--- config.mk ---
export PLATFORM = sky130hd
export DESIGN_NAME = proc_control
export DESIGN_NICKNAME = d
export VERILOG_FILES = /design/src/rtl/proc_control.sv
export SDC_FILE = /design/constraint.sdc
export NUM_CORES = 1
export LEC_CHECK = 0
export BUFFER_PORTS_ARGS = -buffer_cell sky130_fd_sc_hd__buf_2
export CAP_MARGIN = 20
export CORE_MARGIN = 10
export CORE_UTILIZATION = 40
export CTS_BUF_LIST = sky130_fd_sc_hd__clkbuf_4
export DETAILED_ROUTE_END_ITERATION = 10
export PLACE_DENSITY = 0.69
export SYNTH_ARGS = -nofsm -noshare
export SYNTH_HDL_FRONTEND = slang
export SYNTH_SLANG_ARGS = --single-unit
--- constraint.sdc ---
create_clock -name Clock -period 3.6 [get_ports Clock]
set_input_delay 0.72 -clock Clock [delete_from_list [all_inputs] [get_ports Clock]]
set_output_delay 0.72 -clock Clock [all_outputs]
set_load 0.01 [all_outputs]
--- src/rtl/proc_control.sv ---
// Multicycle sequencer for the 16-bit processor datapath: fetch, execute and Run/Done handshake.
// Build option: define PROC_MVNZ_EN to enable conditional move (opcode 0110); otherwise it is a NOP.
module proc_control (
   input  logic       Clock,
   input  logic       Reset,
   input  logic       Run,
   input  logic [9:0] IR,
   input  logic       Gnz,
   output logic       Done,
   output logic       IRin,
   output logic [7:0] Rin,
   output logic [7:0] Rout,
   output logic       PCinc,
   output logic       PCclr,
   output logic       Ain,
   output logic       Gin,
   output logic       Gout,
   output logic       DINout,
   output logic [1:0] ALUop,
   output logic       ADDRin,
   output logic       DOUTin,
   output logic       W
);

   // state  | meaning
   // RSTPC  | clear program counter after reset
   // IDLE   | wait for Run
   // F0     | PC onto bus, load memory address
   // F1     | memory latency, increment PC
   // F2     | load instruction register
   // E0..E2 | execute steps, opcode dependent; Done in the final one
   typedef enum logic [2:0] {
      S_RSTPC = 3'd0,
      S_IDLE  = 3'd1,
      S_F0    = 3'd2,
      S_F1    = 3'd3,
      S_F2    = 3'd4,
      S_E0    = 3'd5,
      S_E1    = 3'd6,
      S_E2    = 3'd7
   } state_t;

   localparam logic [3:0] OP_MV   = 4'b0000;
   localparam logic [3:0] OP_MVI  = 4'b0001;
   localparam logic [3:0] OP_ADD  = 4'b0010;
   localparam logic [3:0] OP_SUB  = 4'b0011;
   localparam logic [3:0] OP_LD   = 4'b0100;
   localparam logic [3:0] OP_ST   = 4'b0101;
   localparam logic [3:0] OP_MVNZ = 4'b0110;
   localparam logic [3:0] OP_AND  = 4'b0111;

   localparam logic [1:0] ALU_ADD = 2'b00;
   localparam logic [1:0] ALU_SUB = 2'b01;
   localparam logic [1:0] ALU_AND = 2'b10;

   state_t     state_q, state_d;
   logic [3:0] opcode;
   logic [7:0] x_sel, y_sel;
   logic       is_alu;
   logic       mvnz_move;
   logic [1:0] alu_sel;

   assign opcode = IR[9:6];
   assign x_sel  = 8'b0000_0001 << IR[5:3];
   assign y_sel  = 8'b0000_0001 << IR[2:0];
   assign is_alu = (opcode == OP_ADD) || (opcode == OP_SUB) || (opcode == OP_AND);

   always_comb begin
      alu_sel = ALU_ADD;
      if (opcode == OP_SUB) alu_sel = ALU_SUB;
      if (opcode == OP_AND) alu_sel = ALU_AND;
   end

`ifdef PROC_MVNZ_EN
   assign mvnz_move = (opcode == OP_MVNZ) && Gnz;
`else
   // Gnz has no consumer when conditional move is disabled.
   logic unused_gnz;
   assign unused_gnz = Gnz;
   assign mvnz_move  = 1'b0;
`endif

   always_comb begin
      state_d = state_q;
      Done    = 1'b0;
      IRin    = 1'b0;
      Rin     = 8'h00;
      Rout    = 8'h00;
      PCinc   = 1'b0;
      PCclr   = 1'b0;
      Ain     = 1'b0;
      Gin     = 1'b0;
      Gout    = 1'b0;
      DINout  = 1'b0;
      ALUop   = ALU_ADD;
      ADDRin  = 1'b0;
      DOUTin  = 1'b0;
      W       = 1'b0;

      case (state_q)
         S_RSTPC: begin
            PCclr   = 1'b1;
            state_d = S_IDLE;
         end
         S_IDLE: begin
            if (Run) state_d = S_F0;
         end
         S_F0: begin
            Rout    = 8'h80;
            ADDRin  = 1'b1;
            state_d = S_F1;
         end
         S_F1: begin
            PCinc   = 1'b1;
            state_d = S_F2;
         end
         S_F2: begin
            IRin    = 1'b1;
            state_d = S_E0;
         end
         S_E0: begin
            state_d = S_E1;
            case (opcode)
               OP_MV: begin
                  Rout = y_sel;
                  Rin  = x_sel;
                  Done = 1'b1;
               end
               OP_MVI: begin
                  Rout   = 8'h80;
                  ADDRin = 1'b1;
               end
               OP_ADD, OP_SUB, OP_AND: begin
                  Rout = x_sel;
                  Ain  = 1'b1;
               end
               OP_LD, OP_ST: begin
                  Rout   = y_sel;
                  ADDRin = 1'b1;
               end
               default: begin
                  // mvnz (when enabled) and every undefined opcode finish here
                  if (mvnz_move) begin
                     Rout = y_sel;
                     Rin  = x_sel;
                  end
                  Done = 1'b1;
               end
            endcase
         end
         S_E1: begin
            state_d = S_E2;
            if (opcode == OP_MVI) begin
               PCinc = 1'b1;
            end else if (is_alu) begin
               Rout  = y_sel;
               Gin   = 1'b1;
               ALUop = alu_sel;
            end else if (opcode == OP_ST) begin
               Rout   = x_sel;
               DOUTin = 1'b1;
               W      = 1'b1;
               Done   = 1'b1;
            end
         end
         S_E2: begin
            state_d = S_IDLE;
            if ((opcode == OP_MVI) || (opcode == OP_LD)) begin
               DINout = 1'b1;
               Rin    = x_sel;
               Done   = 1'b1;
            end else if (is_alu) begin
               Gout = 1'b1;
               Rin  = x_sel;
               Done = 1'b1;
            end
         end
         default: state_d = S_RSTPC;
      endcase

      // Run is only looked at here and in IDLE; back-to-back fetch skips IDLE.
      if (Done) state_d = Run ? S_F0 : S_IDLE;
   end

   always_ff @(posedge Clock or posedge Reset) begin
      if (Reset) state_q <= S_RSTPC;
      else       state_q <= state_d;
   end

endmodule

==> After elaboration in Yosys (flattened, before gate mapping) <==
Index checks and enable logic that the tools add are counted.
{ "totals": {"input_bits": 14, "wordCells": 67, "ff_bits": 3} }
{ "op_classes": {"eq_ne": 14, "shifts": 2, "reduce_logical": 10, "mux": 40} }
{ "ops": {"columns": ["operator", "n"], "rows": [
  ["8-bit two-way mux", 6],
  ["8-bit one-hot mux with 3 select lines", 2],
  ["3-bit one-hot mux with 7 select lines", 1],
  ["1-bit two-way mux", 20],
  ["8-bit one-hot mux with 2 select lines", 1],
  ["1-bit by 3-bit << shifter with 8-bit output, first input constant", 2],
  ["3-bit equality test, second input constant", 4],
  ["4-bit by 3-bit equality test with 1-bit output, second input constant", 3],
  ["2-bit two-way mux", 5],
  ["3-bit OR reduction", 3],
  ["4-bit by 2-bit equality test with 1-bit output, second input constant", 2],
  ["3-bit by 2-bit equality test with 1-bit output, second input constant", 2],
  ["3-bit two-way mux", 2],
  ["6-bit OR reduction", 1],
  ["4-bit by 1-bit equality test with 1-bit output, second input constant", 1],
  ["4-bit zero test", 1],
  ["1-bit one-hot mux with 2 select lines", 2],
  ["3-bit by 1-bit equality test with 1-bit output, second input constant", 1],
  ["3-bit zero test", 1],
  ["1-bit logical OR", 3],
  ["3-bit != test, second input constant", 1],
  ["1-bit one-hot mux with 3 select lines", 1],
  ["2-bit OR reduction", 1]
]} }

==> Depth between registers and ports, before layout <==
Gate-level depths: netlist of run 1.
{ "logic_depth": {"depth_word": 7, "depth_mapped": 7} }

==> Worst setup path after synthesis of run 1 <==
No wires, ideal clock.
{ "synth_path": {"path_kind": "input to output", "from": "in IR[6]", "to": "out Rout[1]", "arrival_ps": 1896, "stages": 5, "setup_slack_ps": 984, "n_path_buf": 1, "path_cell_list": "buf_2 and4b_2 nand3_4 or4b_1 o211ai_1"} }
{ "synth_between": {"elab_chain_cells": 6} }
{ "synth_lines": {"columns": ["item", "line", "rtl"], "rows": [
  ["start: declaration", "7", "input logic [9:0] IR,"],
  ["4-bit by 2-bit equality test with 1-bit output", "66, 123", null],
  ["1-bit logical OR (2 in a row)", "66", "assign is_alu = (opcode == OP_ADD) || (opcode == OP_SUB) || (opcode == OP_AND);"],
  ["8-bit two-way mux", "155", "end else if (is_alu) begin"],
  ["8-bit two-way mux", "153", "if (opcode == OP_MVI) begin"],
  ["8-bit one-hot mux with 3 select lines (*)", "100", "case (state_q)"],
  ["end: declaration", "12", "output logic [7:0] Rout,"]
]} }
Mark *: on every way between the ends. The rest lies on a longest branch, timed or not.

==> Worst setup path in the final report of run 1 <==
{ "layout_path": {"from": "in IR[9]", "to": "out Rout[4]"} }
Same word-level chain as after synthesis.

==> qor.csv, run 1 <==
metric;value;unit
core box area;1942;um2
CP peak stage delay;0.46;ns
Slew Limit Fails;0;
Fin. Hold Viols;0;
commonest cells after routing, fill and taps aside;buf_2, nor2_1, nand2_1;
post-layout minimum cycle time;2.944;ns
worst-path maximum fanout;13;
Least-Margin Pin Slew;0.6403;ns
Post-Synthesis Cells;122;
max_cap viols;0;
drt via density;5.690;
most common cell after layout, fill and taps aside;buf_2;
CP required;2.88;ns
Setup Buffers After CTS;0;
RSZ-0062 raised after global routing;false;
worst skew pair latency;0.23;ns
status;complete, no violations;
CP Launch Type;input port;
Crit path max-delay family;simple AND/OR/NAND/NOR gates;
cell leakage power;0.4651;nW
Max-Slew Margin vs Limit;57.31;%
#FFs+latches synth;3;
post-CTS sizing;0;
total die area;4232;um2
largest net degree at the start of global routing;15;
max FFs per register;3;
critical path cell sequence;buf_2 > nand2b_1 > nand2b_1 > or3_1 > o221ai_1 > buf_2;
synth-to-layout area growth;25.89;%
Worst Reg-to-Reg Cells;5;
Net Sw Power;0.0002160;W
CTS tree;built;
Reg2Reg Setup Slack;1.79;ns
Pint;0.0002171;W
top flop regs;state_q: 3 flops;
Worst IR Drop VDD;0.3819;mV
Top Ports;43;
Net Count, Synth;136;
share of cells above drive strength 1;35.67;%
Overall Global Routing Usage;11.88;%
Seq/Total Area, Yosys;9.245;%
crit end category;primary output;
Switching Share;49.87;%
total number of H-tree levels;1;
Clock power frac;15.8;%
Fmax;339.7;MHz
sequential power share;25.8;%
Critical Path AT;2.22;ns
initial antenna violation count;0;
Final Setup Violations;0;
reg2reg start;state_q[0];
Vias;1047;
WS Path Type;input port to primary output;
row count;16;
wire per inst;14.41;um
global placement routability congestion;0.8111;
drt total wl;2652;um
slowest stage cell, crit path;or3_1;
DRT iter0 DRCs;32;
RR Endpoint;state_q[1];
die height;65.06;um
Initial Util;41.82;%
Synth Cell Area;812.0;um2
Final ANT Viol Nets;0;
Comb power frac;58.5;%
fin crit share;81.78;%
gr ovfl total;0;
crit path buf inv count;2;
drt first pass iters;4;
Final nets;172;
DRC Markers;0;
Final Skew;0.0001344;ns
CTS root buf;clkbuf_4;
hold_ws;0.3461;ns
n_diodes;0;
Final TNS setup;0;ns
Top reg by flops;state_q;
class of the worst hold path;input port to async pin;
Post-CTS Hold Buffers;0;
layout filler cell count;211;
first-pass GRT wire length;4319;um
dpl hpwl;2141;um
synth warn;0;
Port-buffer cells;41;
die width;65.06;um
Avg Synthesized Cell Area;6.656;um2
TritonCTS Sinks;3;
vias in the first global route;978;
pwr/cell area;423.8;nW/um2
Clock Path Buffers;2;
Yosys cell types;44;
CTS Buf Count;3;
clock slew at reported path FFs;0.04;ns
## power by group through the flow
stage | logic (W) | clock network [W] | registers, W
floorplan | 0.000242 | 0 | 0.0000646
global placement | 0.000245 | 0 | 0.000108
detailed placement | 0.000254 | 0 | 0.000112
CTS | 0.000255 | 0.0000695 | 0.000111
global route | 0.000279 | 0.0000707 | 0.000120
finish | 0.000253 | 0.0000682 | 0.000112
## cell families (layout without fill, tap and decap cells)
logic type,after synthesis,in the layout,synth area share (%)
xor gates and xnor gates,2,2,2.158
buffers and inverters,16,51,10.01
AOI/OAI and AO/OA,31,31,28.35
and+or+nand+nor,69,69,48.85
DFF,3,3,9.245
muxes,1,1,1.387
## worst max path at each step
stage / startpoint / to / slack [ns] / cells after the start
floorplan: IR[6] / Rout[1] / 0.98 / 5
CTS: IR[9] / Rout[4] / 0.66 / 6
detailed placement: IR[9] / Rout[4] / 0.66 / 6
global route: IR[9] / Rout[1] / 0.51 / 7
finish: IR[9] / Rout[4] / 0.66 / 6
global placement: IR[9] / Rout[0] / 0.69 / 6
## metal layers
metal  wire (um)  track usage (%)  up-vias
met5           0                0        -
met4           0            2.406        0
met3         197            2.577        0
met2        1371            21.18       39
met1        1083            14.15      493
li1            -                -      515
## stage by stage
step | area [um2] | std cells | util (%) | total power, W | setup WS (ns)
2_1_floorplan | 812.0 | 122 | - | 0.0003066 | 0.9837
3_3_place_gp | 992.2 | 180 | 51.10 | 0.0003534 | 0.6871
3_5_place_dp | 992.2 | 180 | 51.10 | 0.0003659 | 0.6608
4_1_cts | 1022 | 184 | 52.64 | 0.0004360 | 0.6583
5_1_grt | 1022 | 184 | 52.64 | 0.0004701 | 0.5079
6_report | 1022 | 184 | 52.64 | 0.0004332 | 0.6560
## worst reg2reg max path, cell delays in order (launching register included)
cell	delay, ns
dfrtp_1	0.59
and4b_2	0.31
nand3_4	0.14
o21ai_1	0.14
or2_4	0.26
a221oi_2	0.27
## final cells by class
cell class              count  area (um2)  area share [%]
well taps                  27       33.78           3.305
repair buffers             41       205.2           20.07
inverters                   6       22.52           2.203
flip-flops and latches      3       75.07           7.344
clock buffers               4       30.03           2.938
multi-input cells         103       655.6           64.14
## synthesized netlist by cell type (all sizes together)
master	number	area share (%)
or3	3	2.3
o21ai	4	2.5
mux2	1	1.4
o22ai	8	6.2
xor2	1	1.1
nor4	1	0.77
a31oi	1	0.77
nor3	3	1.8
nand2b	8	6.2
a311oi	1	1.8
o21bai	1	1.4
or4b	1	1.2
buf	6	5.4
a2111oi	1	1.1
nor2	20	9.2
nand2	13	6.0
o21a	1	0.92
xnor2	1	1.1
clkbuf	4	1.8
and2b	1	0.92
a21boi	1	0.92
nand4b	1	1.1
o32ai	1	1.1
nor2b	1	0.77
dfrtp	3	9.2
nand3	5	4.6
a21oi	4	2.5
nand3b	5	6.2
nor4b	2	2.9
and2	2	1.5
o211ai	1	0.92
or2	2	1.8
and4b	1	1.4
inv	6	2.8
a221oi	1	1.8
o221ai	6	6.5
No activity file was read; power rests on OpenSTA's default activity.
==> run 2: changes to the inputs <==
==> constraint.sdc (replaced) <==
create_clock -name Clock -period 2.8 [get_ports Clock]
set_input_delay 0.56 -clock Clock [delete_from_list [all_inputs] [get_ports Clock]]
set_output_delay 0.56 -clock Clock [all_outputs]
set_load 0.01 [all_outputs]
==> run 2 against run 1 <==
Against the previous run:
- combinational power increased by 41%
- largest cell class unchanged
- power increased by 32%
- sequential share of layout area decreased by 0.21 points
- cell count increased by 2.2%
- routed wire length unchanged
==> qor.csv, run 2 (same netlist as run 1, synthesis figures left out) <==
metric;value;unit
CTS root buf;clkbuf_4;
Worst Reg-to-Reg Cells;6;
status;complete, no violations;
cell leakage power;0.4837;nW
post-layout minimum cycle time;2.618;ns
Crit path max-delay family;compound AO/OA/AOI/OAI gates;
wire per inst;14.11;um
Max-Slew Margin vs Limit;59.02;%
CTS tree;built;
layout filler cell count;217;
Top reg by flops;state_q;
first-pass GRT wire length;4229;um
Post-CTS Hold Buffers;0;
CP peak stage delay;0.58;ns
Initial Util;41.82;%
pwr/cell area;542.4;nW/um2
CTS Buf Count;3;
top flop regs;state_q: 3 flops;
pre-CTS setup slack;0.3454;ns
n_diodes;0;
class of the worst hold path;input port to async pin;
crit end category;primary output;
fin crit share;93.50;%
Final TNS setup;0;ns
Final nets;176;
worst skew pair latency;0.23;ns
reg2reg start;state_q[0];
post-route cell area;1052;um2
most common cell after layout, fill and taps aside;buf_2;
final setup margin;0.1819;ns
core box area;1942;um2
vias in the first global route;934;
die height;65.06;um
global placement routability congestion;0.8124;
drt first pass iters;4;
synth-to-layout area growth;29.58;%
worst-path maximum fanout;11;
Fin. Hold Viols;0;
DRC Markers;0;
Final ANT Viol Nets;0;
Critical Path AT;2.06;ns
commonest cells after routing, fill and taps aside;buf_2, nor2_1, nand2_1;
gr ovfl total;0;
post-CTS sizing;0;
Reg2Reg Setup Slack;0.92;ns
TritonCTS Sinks;3;
Port-buffer cells;41;
max_cap viols;0;
Worst IR Drop VDD;0.4274;mV
total die area;4232;um2
critical path cell sequence;nand3b_4 > a311oi_2 > inv_2 > o21a_1 > o21ai_1 > buf_2;
Cell Area, Placed;1022;um2
initial antenna violation count;0;
die width;65.06;um
slowest stage cell, crit path;dfrtp_1;
drt via density;5.431;
Least-Margin Pin Slew;0.6147;ns
RSZ-0062 raised after global routing;false;
total number of H-tree levels;1;
CP Launch Type;flip-flop;
largest net degree at the start of global routing;12;
Overall Global Routing Usage;11.67;%
share of cells above drive strength 1;37.27;%
DRT iter0 DRCs;47;
WS Path Type;flip-flop to primary output;
Slew Limit Fails;0;
Final Skew;0.005469;ns
dpl hpwl;2157;um
row count;16;
RR Endpoint;state_q[1];
Final Setup Violations;0;
clock slew at reported path FFs;0.04;ns
Top Ports;43;
Setup Buffers After CTS;0;
Clock Path Buffers;2;
crit path buf inv count;2;
Vias;1021;
max FFs per register;3;
CP required;2.24;ns
Fmax;382.0;MHz
drt total wl;2652;um
[run 2: cell types whose count changed in the layout (fill, tap and decap cells not counted), sizes merged]
| cell | delta |
|---|---|
| buf | +4 |
[run 2: where the power goes]
group | internal, W | switching, W | total, W
Clock | 0.0000632 | 0.0000250 | 0.0000883
Combinational | 0.000161 | 0.000195 | 0.000356
Sequential | 0.0000671 | 0.0000595 | 0.000127
Total | 0.000291 | 0.000280 | 0.000571
[run 2: layer usage]
metal | GRT usage, % | wire length, um
met1 | 14.05 | 1137
met2 | 20.44 | 1305
met3 | 2.749 | 209
met4 | 2.406 | 0
met5 | 0 | 0
[run 2: cell type report]
cell class	instances	area [um2]	area share, %
inverters	6	22.52	2.140
clock buffers	4	30.03	2.854
repair buffers	45	235.2	22.35
multi-input cells	103	655.6	62.31
well taps	27	33.78	3.210
flip-flops and latches	3	75.07	7.134
[run 2: how the worst max path moves through the flow]
stage | startpoint | to | slack, ns | cells past startpoint
global route | state_q[0] | Rout[7] | 0.05 | 6
finish | state_q[0] | Rout[7] | 0.18 | 6
detailed placement | IR[9] | Rout[4] | 0.35 | 6
floorplan | IR[6] | Rout[1] | 0.50 | 5
CTS | state_q[0] | Rout[7] | 0.21 | 6
global placement | IR[9] | Rout[0] | 0.36 | 6
[run 2: per-stage QoR]
step	hold slack, ns	instances	utilization (%)	power, W
floorplan	0.3136	122	-	0.0003941
global placement	0.4199	184	52.64	0.0004715
detailed placement	0.4303	184	52.64	0.0004793
CTS	0.1792	188	54.19	0.0005746
global route	0.1933	188	54.19	0.0006170
finish	0.1823	188	54.19	0.0005708
==> run 3: changes to the inputs <==
--- a/config.mk
+++ b/config.mk
@@ -7,7 +7,7 @@
 export LEC_CHECK = 0
 export BUFFER_PORTS_ARGS = -buffer_cell sky130_fd_sc_hd__buf_2
 export CAP_MARGIN = 20
-export CORE_MARGIN = 10
+export CORE_MARGIN = 2
 export CORE_UTILIZATION = 40
 export CTS_BUF_LIST = sky130_fd_sc_hd__clkbuf_4
 export DETAILED_ROUTE_END_ITERATION = 10
==> run 3 against run 2 <==
Against the previous run:
- global-route usage increased by 8.1 points
- first-iteration DRC count shrank 45%
- non-clock buffer count unchanged
- design area stayed put
- hold slack better by 0.0038 ns
- power is 0.65% lower
- critical path depth unchanged
- largest cell class unchanged
- largest power group unchanged
- highest routed layer is now met4
==> qor.csv, run 3 (same netlist as run 1, synthesis figures left out) <==
metric;value;unit
die width;49.06;um
Post-CTS Hold Buffers;0;
dpl hpwl;1900;um
pre-CTS setup slack;0.2685;ns
Fmax;380.8;MHz
post-layout minimum cycle time;2.626;ns
Worst Reg-to-Reg Cells;6;
wire per inst;12.59;um
Final Setup Violations;0;
Port-buffer cells;41;
CTS Buf Count;3;
commonest cells after routing, fill and taps aside;buf_2, nor2_1, nand2_1;
Initial Util;41.82;%
Final nets;176;
vias in the first global route;893;
WS Path Type;flip-flop to primary output;
drt total wl;2366;um
DRT iter0 DRCs;26;
largest net degree at the start of global routing;12;
CP Launch Type;flip-flop;
Critical Path AT;2.07;ns
crit end category;primary output;
share of cells above drive strength 1;37.27;%
drt first pass iters;4;
Fin. Hold Viols;0;
max FFs per register;3;
synth-to-layout area growth;29.58;%
register area;75.07;um2
row count;16;
RSZ-0062 raised after global routing;false;
post-CTS sizing;0;
Overall Global Routing Usage;19.82;%
Worst IR Drop VDD;0.4007;mV
status;complete, no violations;
max_cap viols;0;
layout filler cell count;204;
Final ANT Viol Nets;0;
worst-path maximum fanout;11;
first-pass GRT wire length;3836;um
CP required;2.24;ns
class of the worst hold path;input port to async pin;
final setup margin;0.1743;ns
Slew Limit Fails;0;
total die area;2406;um2
TritonCTS Sinks;3;
die height;49.06;um
Tot Pwr;0.0005671;W
gr ovfl total;0;
CTS tree;built;
Setup Buffers After CTS;0;
Vias;1057;
cell leakage power;0.4837;nW
Final Skew;0.004683;ns
Max-Slew Margin vs Limit;58.67;%
fin crit share;93.78;%
DRC Markers;0;
top flop regs;state_q: 3 flops;
Clock Path Buffers;2;
most common cell after layout, fill and taps aside;buf_2;
drt via density;5.622;
CTS root buf;clkbuf_4;
core box area;1942;um2
global placement routability congestion;0.7907;
n_diodes;0;
pwr/cell area;538.9;nW/um2
worst skew pair latency;0.23;ns
Top reg by flops;state_q;
Least-Margin Pin Slew;0.6199;ns
Top Ports;43;
clock slew at reported path FFs;0.04;ns
multi-input logic area;655.6;um2
total number of H-tree levels;1;
initial antenna violation count;0;
Final TNS setup;0;ns
[run 3: cell counts in the layout (fill, tap and decap cells not counted)]
No cell type changed its count.
[run 3: layer usage]
metal  GRT usage [%]  part of all wire (%)  vias to the layer above
met5               0                     0                        -
met4           5.714                  0.51                        0
met3           2.761                   4.3                        2
met2           35.16                    50                       37
met1           24.77                    45                      490
li1                -                     -                      528
[run 3: worst max-delay path, stage by stage (launching register included)]
cell and delay, ns:
dfrtp_1 0.58, nand3b_4 0.14, a311oi_2 0.59, inv_2 0.07
o21a_1 0.20, o21ai_1 0.12, buf_2 0.14
[run 3: through the flow]
step	cell area, um2	hold slack (ns)	utilization [%]	cells
final	1052	0.1861	54.19	188
after global routing	1052	0.1969	54.19	188
after CTS	1052	0.1901	54.19	188
after detailed placement	1022	0.4341	52.64	184
after global placement	1022	0.4203	52.64	184
after floorplan	812.0	0.3136	-	122
[run 3: path summary, 6_finish.rpt]
check / endpoint / startpoint / slack [ns]
hold reg to reg: state_q[1] / state_q[0] / 0.76
max in group asynchronous: state_q[0] / Reset / 2.47
hold / removal: state_q[2] / Reset / 0.19
min in group Clock: state_q[0] / Run / 0.54
setup / recovery: Rout[7] / state_q[0] / 0.17
setup reg to reg: state_q[1] / state_q[0] / 0.88
[run 3: layout make-up]
| type | instances | share of cell area, % |
|---|---|---|
| Sequential cell | 3 | 7.134 |
| Inverter | 6 | 2.140 |
| Multi-Input combinational cell | 103 | 62.31 |
| Tap cell | 27 | 3.210 |
| Timing Repair Buffer | 45 | 22.35 |
| Clock buffer | 4 | 2.854 |
[run 3: power by group]
| group | leakage [nW] | switching (W) | total [W] | internal, W |
|---|---|---|---|---|
| Sequential | 0.0351 | 0.0000608 | 0.000128 | 0.0000670 |
| Clock | 0.0184 | 0.0000233 | 0.0000865 | 0.0000631 |
| Combinational | 0.430 | 0.000192 | 0.000353 | 0.000161 |
| Total | 0.484 | 0.000276 | 0.000567 | 0.000291 |
